$ cat src/rtl/simple_pkg.sv
// Shared ISA definitions for the SIMPLE 16-bit core: widths, opcode fields,
// fetch state encoding and the HLT decode helper.
package simple_pkg;

  localparam int ISA_ADDR_W = 16;
  localparam int ISA_DATA_W = 16;

  // Major opcode lives in [15:14]; ALU sub-opcode lives in [7:4].
  localparam logic [1:0] OP1_LD  = 2'b00;
  localparam logic [1:0] OP1_BR  = 2'b10;
  localparam logic [1:0] OP1_ALU = 2'b11;
  localparam logic [3:0] OP3_CMP = 4'b0101;
  localparam logic [3:0] OP3_OUT = 4'b1101;
  localparam logic [3:0] OP3_HLT = 4'b1111;

  typedef enum logic [1:0] {
    IDLE = 2'd0,
    RUN  = 2'd1,
    HALT = 2'd2
  } fetch_state_e;

  function automatic logic is_hlt(input logic [ISA_DATA_W-1:0] word);
    return (word[15:14] == OP1_ALU) && (word[7:4] == OP3_HLT);
  endfunction

endpackage

$ cat src/rtl/fetch_fifo.sv
// Two-entry {pc, word} prefetch buffer. Entry 0 is always the head; when the
// buffer drains, the head registers keep their last contents.
module fetch_fifo #(
  parameter int ADDR_W = 16,
  parameter int DATA_W = 16
) (
  input  logic              clock,
  input  logic              reset,
  input  logic              push,
  input  logic [ADDR_W-1:0] push_pc,
  input  logic [DATA_W-1:0] push_word,
  input  logic              pop,
  input  logic              flush,
  output logic [ADDR_W-1:0] head_pc,
  output logic [DATA_W-1:0] head_word,
  output logic [1:0]        count
);

  logic [ADDR_W-1:0] pc0, pc1;
  logic [DATA_W-1:0] w0, w1;
  logic              pop_ok;

  assign pop_ok    = pop && (count != 2'd0);
  assign head_pc   = pc0;
  assign head_word = w0;

  // Entry storage and occupancy; flush discards everything, including a
  // coincident push or pop.
  always_ff @(posedge clock or negedge reset) begin
    if (!reset) begin
      pc0   <= '0;
      pc1   <= '0;
      w0    <= '0;
      w1    <= '0;
      count <= 2'd0;
    end else if (flush) begin
      count <= 2'd0;
    end else begin
      assert (!(push && !pop_ok && (count == 2'd2)));
      case ({push, pop_ok})
        2'b10: begin
          if (count == 2'd0) begin
            pc0 <= push_pc;
            w0  <= push_word;
          end else begin
            pc1 <= push_pc;
            w1  <= push_word;
          end
          count <= count + 2'd1;
        end
        2'b01: begin
          if (count == 2'd2) begin
            pc0 <= pc1;
            w0  <= w1;
          end
          count <= count - 2'd1;
        end
        2'b11: begin
          if (count == 2'd2) begin
            pc0 <= pc1;
            w0  <= w1;
            pc1 <= push_pc;
            w1  <= push_word;
          end else begin
            pc0 <= push_pc;
            w0  <= push_word;
          end
        end
        default: ;
      endcase
    end
  end

endmodule

$ cat src/rtl/instr_fetch.sv
// Instruction fetch front end: issues one outstanding imem request at a time,
// buffers up to two fetched words, handles branch redirects and HLT/resume.
//
// state | meaning
// IDLE  | out of reset, waiting for exec
// RUN   | fetching and feeding decode
// HALT  | HLT retired, waiting for exec to resume after it
module instr_fetch
  import simple_pkg::*;
#(
  parameter int ADDR_W = ISA_ADDR_W,
  parameter int DATA_W = ISA_DATA_W,
  parameter int DEPTH  = 2
) (
  input  logic              clock,
  input  logic              reset,
  input  logic              exec,
  output logic              imem_req,
  output logic [ADDR_W-1:0] imem_addr,
  input  logic              imem_ack,
  input  logic [DATA_W-1:0] imem_rdata,
  output logic [DATA_W-1:0] instr,
  output logic [ADDR_W-1:0] pc_out,
  output logic              instr_valid,
  input  logic              instr_ready,
  input  logic              redirect,
  input  logic [ADDR_W-1:0] redirect_target,
  output logic              halted
);

  localparam logic [2:0] DEPTH_L = 3'(DEPTH);

  fetch_state_e state, state_next;

  logic [ADDR_W-1:0] fetch_pc, pc_next, addr_next;
  logic              drop, drop_next;
  logic              stop, stop_next;
  logic              req_next;
  logic              ack_fire, push, pop, flush, redir_eff;
  logic              outstanding_after;
  logic [2:0]        count_after;
  logic [1:0]        count;

  assign instr_valid = (count != 2'd0);
  assign halted      = (state == HALT);

  assign redir_eff = redirect && (state == RUN);
  assign ack_fire  = imem_req && imem_ack;
  assign push      = ack_fire && !drop && !redir_eff;
  assign pop       = instr_valid && instr_ready;
  assign flush     = redir_eff;

  fetch_fifo #(
    .ADDR_W (ADDR_W),
    .DATA_W (DATA_W)
  ) u_fifo (
    .clock     (clock),
    .reset     (reset),
    .push      (push),
    .push_pc   (imem_addr),
    .push_word (imem_rdata),
    .pop       (pop),
    .flush     (flush),
    .head_pc   (pc_out),
    .head_word (instr),
    .count     (count)
  );

  // State register.
  always_ff @(posedge clock or negedge reset) begin
    if (!reset) state <= IDLE;
    else        state <= state_next;
  end

  // Next-state: a retired HLT halts unless a redirect in the same cycle
  // reopens the stream.
  always_comb begin
    state_next = state;
    case (state)
      IDLE:    if (exec) state_next = RUN;
      RUN:     if (pop && is_hlt(instr) && !redir_eff) state_next = HALT;
      HALT:    if (exec) state_next = RUN;
      default: state_next = IDLE;
    endcase
  end

  // Fetch bookkeeping: next PC, drop/stop flags and the registered request.
  // A request may re-issue on the edge that retires the previous ack, using
  // the post-edge occupancy so buffer + in-flight never exceeds DEPTH.
  always_comb begin
    pc_next           = fetch_pc;
    drop_next         = drop;
    stop_next         = stop;
    outstanding_after = imem_req && !imem_ack;

    if (redir_eff) begin
      pc_next   = redirect_target;
      drop_next = outstanding_after;
    end else begin
      if (ack_fire && !drop) pc_next = imem_addr + ADDR_W'(1);
      if (ack_fire)          drop_next = 1'b0;
    end

    if (redir_eff || ((state == HALT) && exec)) stop_next = 1'b0;
    else if (push && is_hlt(imem_rdata))        stop_next = 1'b1;

    if (flush) count_after = 3'd0;
    else       count_after = {1'b0, count} + {2'b00, push} - {2'b00, pop};

    req_next  = outstanding_after ||
                ((state_next == RUN) && !stop_next && (count_after < DEPTH_L));
    addr_next = outstanding_after ? imem_addr : pc_next;
  end

  // Fetch registers.
  always_ff @(posedge clock or negedge reset) begin
    if (!reset) begin
      fetch_pc  <= '0;
      drop      <= 1'b0;
      stop      <= 1'b0;
      imem_req  <= 1'b0;
      imem_addr <= '0;
    end else begin
      fetch_pc  <= pc_next;
      drop      <= drop_next;
      stop      <= stop_next;
      imem_req  <= req_next;
      imem_addr <= addr_next;
    end
  end

endmodule

$ cat config.mk
export PLATFORM = sky130hd
export DESIGN_NAME = instr_fetch
export DESIGN_NICKNAME = d
export VERILOG_FILES = /design/src/rtl/simple_pkg.sv /design/src/rtl/fetch_fifo.sv /design/src/rtl/instr_fetch.sv
export SDC_FILE = /design/constraint.sdc
export NUM_CORES = 1
export LEC_CHECK = 0
export CORE_MARGIN = 5
export CORE_UTILIZATION = 52
export DETAILED_ROUTE_END_ITERATION = 7
export HOLD_SLACK_MARGIN = 0.02
export PLACE_DENSITY = 0.82
export SYNTH_ARGS = -nofsm -noshare
export SYNTH_HDL_FRONTEND = slang
export SYNTH_SLANG_ARGS = --single-unit
$ cat constraint.sdc
create_clock -name clock -period 2.7 [get_ports clock]
set_input_delay 0.54 -clock clock [delete_from_list [all_inputs] [get_ports clock]]
set_output_delay 0.54 -clock clock [all_outputs]
set_load 0.005 [all_outputs]
==> metrics.cfg, run 1 <==
[setup_path]
cp_slowest_cell = clkdlybuf4s50_1
cp_data_required_time_ns = 3.01
r2r-end = imem_req$_DFF_PN0_
critPathLaunchType = input port
crit_family = adder cells
end_kind = flip-flop
cp_num_cells = 10
path_max_fanout = 2
startpoint = instr_ready
ff2ff_path_depth = 9
cp_common_cell = nor2_1
r2r_setup_slack_ns = 0.49
cp_cell_sequence = clkdlybuf4s50_1, o21ai_0, inv_1, ha_1, nor3_1, fa_1, nor2_1, nor2_1, nor2_1, a21o_1
critPathArrivalTime_ns = 2.61
reg2reg_from = u_fifo.count[1]$_DFFE_PN0P_
crit_type = in -> reg
worst-path-buf-inv = 2
slowest_delay_ns = 0.51
endpoint = imem_req$_DFF_PN0_

[floorplan]
die_x_um = 107
die-area_um2 = 11400
ios = 89
num_rows = 35
die_height_um = 107
core-area_um2 = 9150
initial_utilization = 0.530

[timing]
setup-tns-final_ns = 0
skew_ns = 0.0107
worstMarginPinSlew_ns = 0.820
fin_crit_ns = 2.29
setup_violations = 0
finalCritPeriodShare = 0.850
slew_viol_final = 0
grt_setup_unrepaired = no
hold_viol = 0
relSlewSlack = 0.452
fmax_mhz = 436

[place]
dp_hpwl_um = 7810
routabilityCongestion = 0.859
io_buffers = 88

[route]
met3_length_um = 659
dr.pass1.iters = 4
ant_nets = 0
wl_um = 11100
via_per_inst = 5.74
routedWlPerCell_um = 17.1
dr.first_iter.drc_count = 182
wl_met2_um = 5410
top_layer = met4
wirelength_met1_um = 4820
via_count = 3719
drc_errors = 0

[clocking]
cts-resized-gates = 0
cts-root-buf = clkbuf_8
cts_setup_buffers = 0
hold_buffers = 0
cts_tree = built
clk_path_buf_depth = 2
clk_pin_slew_worst_paths_ns = 0.10
clock-sinks = 103
cts_buffers = 9
cts_max_level = 3
clk_latency_ns = 0.38

[synth]
postSynthCellCount = 448
syn_avg_cell_area_um2 = 10.8
synth_nets = 489
synth_area_um2 = 4850
synth_edf_count = 0
ys_types = 53
yosysWarnings = 0
async_flop_share = 1.00
synth_ff_type = dfrtp_1
seq_area_frac_synth = 0.531
yosys_register_bits = 103

[power_and_ir_drop]
peakVddDrop_mv = 0.578
p_leak_nw = 2.70
p_sw_frac = 0.363
powerDensity_nw_per_um2 = 1060
seqPwrFrac = 0.442
power_switching_mw = 2.33
p_clk_frac = 0.146
p_int_mw = 4.09
comb_power_share = 0.412

[worst_hold_path]
holdCritPathClass = in -> async

[global_routing]
grt_overflow = 0
grt_max_degree = 66
grt_antenna_before_repair = 0
gr-usage-all-layers = 0.202
grt_pass1_wl_um = 18500
first_global_vias = 3808

[cells_and_area]
layout-drive-gt1-share = 0.138
postLayoutCoreUtil = 0.663
antenna_cells = 0
syn2layout_area_growth_pct = 25.0
nets = 573

[status]
status = complete, no violations

[flow_run]
cap_violations = 0

metrics by stage:
step	hold WS [ns]	power [mW]	setup WS, ns	std cells	instance area (µm²)
4_1_cts	0.130	6.47	0.413	648	6060
3_5_place_dp	0.480	5.53	0.0373	632	5880
6_report	0.120	6.42	0.406	648	6060
5_1_grt	0.159	6.88	0.318	648	6060
3_3_place_gp	0.467	5.40	0.0947	632	5880
2_1_floorplan	0.244	4.24	0.422	448	4850
layout make-up:
type                    instances  area, µm²
flip-flops and latches        103       2580
fillers                       695       3090
multi-input cells             310       2110
inverters                       8       30.0
well taps                     111        139
clock inverters                 7       61.3
clock buffers                   9        124
repair buffers                100       1020
power groups by stage:
stage	Clock (mW)	Combinational (mW)	Sequential (mW)
2_1_floorplan	0	1.54	2.70
3_3_place_gp	0	2.57	2.83
3_5_place_dp	0	2.66	2.87
4_1_cts	0.960	2.68	2.84
5_1_grt	1.02	2.90	2.95
6_report	0.937	2.64	2.84
Yosys cell counts, types with 2 or more instances:
| cell | n | area (µm²) |
|---|---|---|
| nand3_1 | 8 | 40.0 |
| mux2i_1 | 33 | 330 |
| dfrtp_1 | 103 | 2580 |
| and3_1 | 4 | 25.0 |
| inv_1 | 6 | 22.5 |
| a31oi_1 | 12 | 75.1 |
| xnor2_1 | 13 | 114 |
| o22a_1 | 5 | 43.8 |
| o21ai_0 | 15 | 75.1 |
| ha_1 | 2 | 25.0 |
| mux2_2 | 35 | 394 |
| clkbuf_1 | 4 | 15.0 |
| o22ai_1 | 5 | 31.3 |
| nand3b_1 | 2 | 15.0 |
| buf_1 | 2 | 7.51 |
| nor3_1 | 2 | 10.0 |
| inv_2 | 2 | 7.51 |
| buf_6 | 3 | 33.8 |
| and4_1 | 4 | 35.0 |
| a21oi_1 | 51 | 255 |
| buf_2 | 18 | 90.1 |
| nor2b_1 | 2 | 12.5 |
| nor2_1 | 59 | 221 |
| nand2_1 | 29 | 109 |
layout by cell type (no fill, tap or decap), drive strengths merged, types with 2 or more instances in the layout:
| master | count |
|---|---|
| dfrtp | 103 |
| clkdlybuf4s50 | 87 |
| nor2 | 60 |
| a21oi | 52 |
| mux2 | 36 |
| mux2i | 33 |
| nand2 | 29 |
| o21ai | 17 |
| xnor2 | 13 |
| buf | 13 |
| inv | 13 |
| a31oi | 12 |
| clkbuf | 9 |
| nand3 | 8 |
| o22ai | 5 |
| o22a | 5 |
| and3 | 4 |
| and4 | 4 |
| nand3b | 2 |
| nor3 | 2 |
| nor2b | 2 |
| ha | 2 |
| nand4 | 2 |
| a31o | 2 |
| nor4 | 2 |
| o31ai | 2 |
sequential cells by signal, indices dropped and copies added (netlist names):
| name | flops |
|---|---|
| fetch_pc | 16 |
| stop | 1 |
| state | 2 |
| u_fifo.w1 | 16 |
| u_fifo.count | 2 |
| u_fifo.head_pc | 16 |
| drop | 1 |
| imem_addr | 16 |
| u_fifo.pc1 | 16 |
| imem_req | 1 |
| u_fifo.head_word | 16 |
routing by layer:
metal / GRT usage / vias to the layer above
li1: - / 1751
met1: 0.269 / 1836
met2: 0.337 / 114
met3: 0.0415 / 18
met4: 0.0557 / 0
met5: 0 / -
logic make-up (layout without fill, tap and decap cells):
family / count (synthesis) / after routing / share of synthesized area
compound gates: 103 / 103 / 0.128
mux: 69 / 69 / 0.152
flops: 103 / 103 / 0.531
xor+xnor: 14 / 14 / 0.0253
simple gates: 121 / 121 / 0.118
buf+inv: 35 / 124 / 0.0364
fa+ha+maj: 3 / 3 / 0.00928
how the worst min path moves through the flow:
| stage | to | slack [ns] | cells past startpoint |
|---|---|---|---|
| CTS | fetch_pc[1]$_DFF_PN0_ | 0.13 | 1 |
| floorplan | drop$_DFFE_PN0P_ | 0.24 | 0 |
| global placement | u_fifo.pc1[10]$_DFFE_PN0P_ | 0.47 | 2 |
| detailed placement | u_fifo.pc1[10]$_DFFE_PN0P_ | 0.48 | 2 |
| finish | imem_addr[7]$_DFFE_PN0N_ | 0.12 | 1 |
| global route | imem_addr[0]$_DFFE_PN0N_ | 0.16 | 1 |
Note: power is estimated with default switching activity, not from simulation.
==> inputs of run 2 (changes only) <==
--- a/config.mk
+++ b/config.mk
@@ -6,10 +6,10 @@
 export NUM_CORES = 1
 export LEC_CHECK = 0
 export CORE_MARGIN = 5
-export CORE_UTILIZATION = 52
+export CORE_UTILIZATION = 47
 export DETAILED_ROUTE_END_ITERATION = 7
 export HOLD_SLACK_MARGIN = 0.02
-export PLACE_DENSITY = 0.82
+export PLACE_DENSITY = 0.79
 export SYNTH_ARGS = -nofsm -noshare
 export SYNTH_HDL_FRONTEND = slang
 export SYNTH_SLANG_ARGS = --single-unit
==> constraint.sdc (replaced) <==
create_clock -name clock -period 2 [get_ports clock]
set_input_delay 0.4 -clock clock [delete_from_list [all_inputs] [get_ports clock]]
set_output_delay 0.4 -clock clock [all_outputs]
set_load 0.005 [all_outputs]
==> run 2 against run 1 <==
Die area rose by 9.6%. Cell count up 11%. Design area increased by 8.9%. Sequential power grew 31%. Highest routed layer unchanged. Register-to-register slack got worse by 0.46 ns. Critical path depth is 2 lower. Non-clock buffer count up 44. Clock skew up 0.0057 ns. Utilization decreased by 1.4 points. Critical endpoint is now u_fifo.head_word[9]$_DFFE_PN0P_. Hold slack better by 0.39 ns.
==> metrics.cfg, run 2 (same netlist as run 1, synthesis figures left out) <==
[setup_path]
critPathLaunchType = input port
ff2ff_path_depth = 10  ; +1
path_max_fanout = 11  ; +9
end_kind = flip-flop
critPathArrivalTime_ns = 2.24  ; -0.37 ns
crit_type = in -> reg
cp_data_required_time_ns = 2.26  ; -0.75 ns

[clocking]
cts_max_level = 3  ; unchanged
cts-root-buf = clkbuf_8
clk_path_buf_depth = 2  ; unchanged
cts_buffers = 9  ; unchanged
clock-sinks = 103  ; unchanged
clk_pin_slew_worst_paths_ns = 0.10  ; about the same
clk_latency_ns = 0.37  ; about the same
cts_tree = built

[global_routing]
grt_overflow = 0  ; unchanged
grt_antenna_before_repair = 0  ; unchanged
grt_use_met3 = 0.0408  ; -0.000780
first_global_vias = 4115  ; +8.1%
grt_pass1_wl_um = 19900  ; +8.0%
grt_use_met2 = 0.335  ; -0.00184
grt_max_degree = 45  ; -32%
grt_use_met1 = 0.248  ; -0.0208
grt_busiest_layer = met2
gr-usage-all-layers = 0.195  ; -0.00694

[timing]
setup-tns-final_ns = 0  ; unchanged
hold_ws_ns = 0.505  ; +0.385 ns
fin_crit_ns = 1.98
grt_setup_unrepaired = yes
finalCritPeriodShare = 0.991
worstMarginPinSlew_ns = 0.548  ; -0.272 ns
setup_violations = 0  ; unchanged
fmax_mhz = 505
skew_ns = 0.0164  ; +0.00571 ns
hold_viol = 0  ; unchanged
slew_viol_final = 0  ; unchanged
relSlewSlack = 0.634  ; +0.182

[route]
ant_nets = 0  ; unchanged
dr.pass1.iters = 4  ; unchanged
via_per_inst = 5.44  ; -5.3%
drc_errors = 0  ; unchanged
via_count = 3897  ; +4.8%
dr.first_iter.drc_count = 200  ; +9.9%
wl_um = 12400  ; +12%
routedWlPerCell_um = 17.2  ; +1.0%

[floorplan]
initial_utilization = 0.476  ; -0.0537
core-area_um2 = 10200  ; +11%
die-area_um2 = 12500  ; +9.6%
num_rows = 37  ; +5.7%
ios = 89  ; unchanged
die_x_um = 112  ; +4.7%
die_height_um = 112  ; +4.7%

[worst_hold_path]
holdCritPathClass = reg -> reg
holdPathStages = 2

[cells_and_area]
postLayoutCoreUtil = 0.648  ; -0.0143
final_cells = 717  ; +11%
syn2layout_area_growth_pct = 36.1
final_common_cell = dfrtp_1
layout-drive-gt1-share = 0.212  ; +0.0739
fin_area_um2 = 6600  ; +8.9%
nets = 617  ; +7.7%
antenna_cells = 0  ; unchanged
final_cell_mix = 103 x dfrtp_1, 85 x clkdlybuf4s50_1, 58 x nor2_1, 51 x a21oi_1, 48 x buf_4

[power_and_ir_drop]
peakVddDrop_mv = 0.742  ; +28%
p_leak_nw = 2.98  ; +11%
powerDensity_nw_per_um2 = 1460  ; +38%

[flow_run]
cap_violations = 0  ; unchanged

[place]
place_area_um2 = 6240  ; +6.1%
placedCellCount = 696  ; +10%
routabilityCongestion = 0.850  ; -1.1%
io_buffers = 88  ; unchanged
dp_hpwl_um = 8880  ; +14%

[status]
status = complete, no violations

-- run 2: cell types whose count changed in the layout (fill, tap and decap cells not counted), moves of 2 or more --
cell / change
clkdlybuf4s50_1: -2
dlygate4sd2_1: +2
buf_4: +39
buf_12: +3
inv_8: -2
bufinv_16: +4
-- run 2: per-stage QoR --
stage	power, mW	setup slack, ns
global placement	7.68	-0.350
floorplan	5.74	0.0116
CTS	9.62	0.00150
detailed placement	7.89	-0.425
global route	10.3	-0.0604
finish	9.64	0.0186
-- run 2: timing repair --
action,CTS,global route
hold buffers,1,0
gates resized for setup,3,4
setup endpoints to repair,3,13
hold endpoints to repair,11,0
pin swaps,0,7
cloned,0,1
setup buffers,0,3
-- run 2: worst paths after layout --
kind	startpoint	end	slack, ns
max reg2reg	u_fifo.count[1]$_DFFE_PN0P_	imem_req$_DFF_PN0_	0.03
max in group asynchronous	reset	fetch_pc[0]$_DFF_PN0_	0.83
max	redirect	u_fifo.head_word[9]$_DFFE_PN0P_	0.02
min reg2reg	u_fifo.pc1[7]$_DFFE_PN0P_	u_fifo.pc1[7]$_DFFE_PN0P_	0.51
min in group asynchronous	reset	u_fifo.head_word[4]$_DFFE_PN0P_	0.56
min	u_fifo.pc1[7]$_DFFE_PN0P_	u_fifo.pc1[7]$_DFFE_PN0P_	0.51
-- run 2: layout make-up --
cell class	count	area, µm²
clock buffer	10	138
clock inverter	6	138
fill	768	3580
inverter	8	30.0
multi-input combinational	310	2150
sequential	103	2580
tap	136	170
timing repair buffer	144	1400
-- run 2: worst max-delay path, stage by stage --
cell and delay, ns:
clkdlybuf4s50_1 0.48, and3_1 0.26, buf_4 0.16, o31ai_4 0.29, buf_12 0.16, clkbuf_16 0.17
mux2i_1 0.22, a21oi_1 0.09
-- run 2: report_power, final --
group          switching (mW)  internal (mW)  leakage (nW)  total (mW)
sequential              0.694           3.03          1.21        3.72
combinational            1.82           2.37          1.64        4.18
clock                   0.735           1.00         0.137        1.74
-- run 2: routing by layer --
| layer | vias to the layer above | share of wire |
|---|---|---|
| met5 | - | 0 |
| met4 | 0 | 0.015 |
| met3 | 21 | 0.051 |
| met2 | 116 | 0.51 |
| met1 | 1928 | 0.43 |
| li1 | 1832 | - |
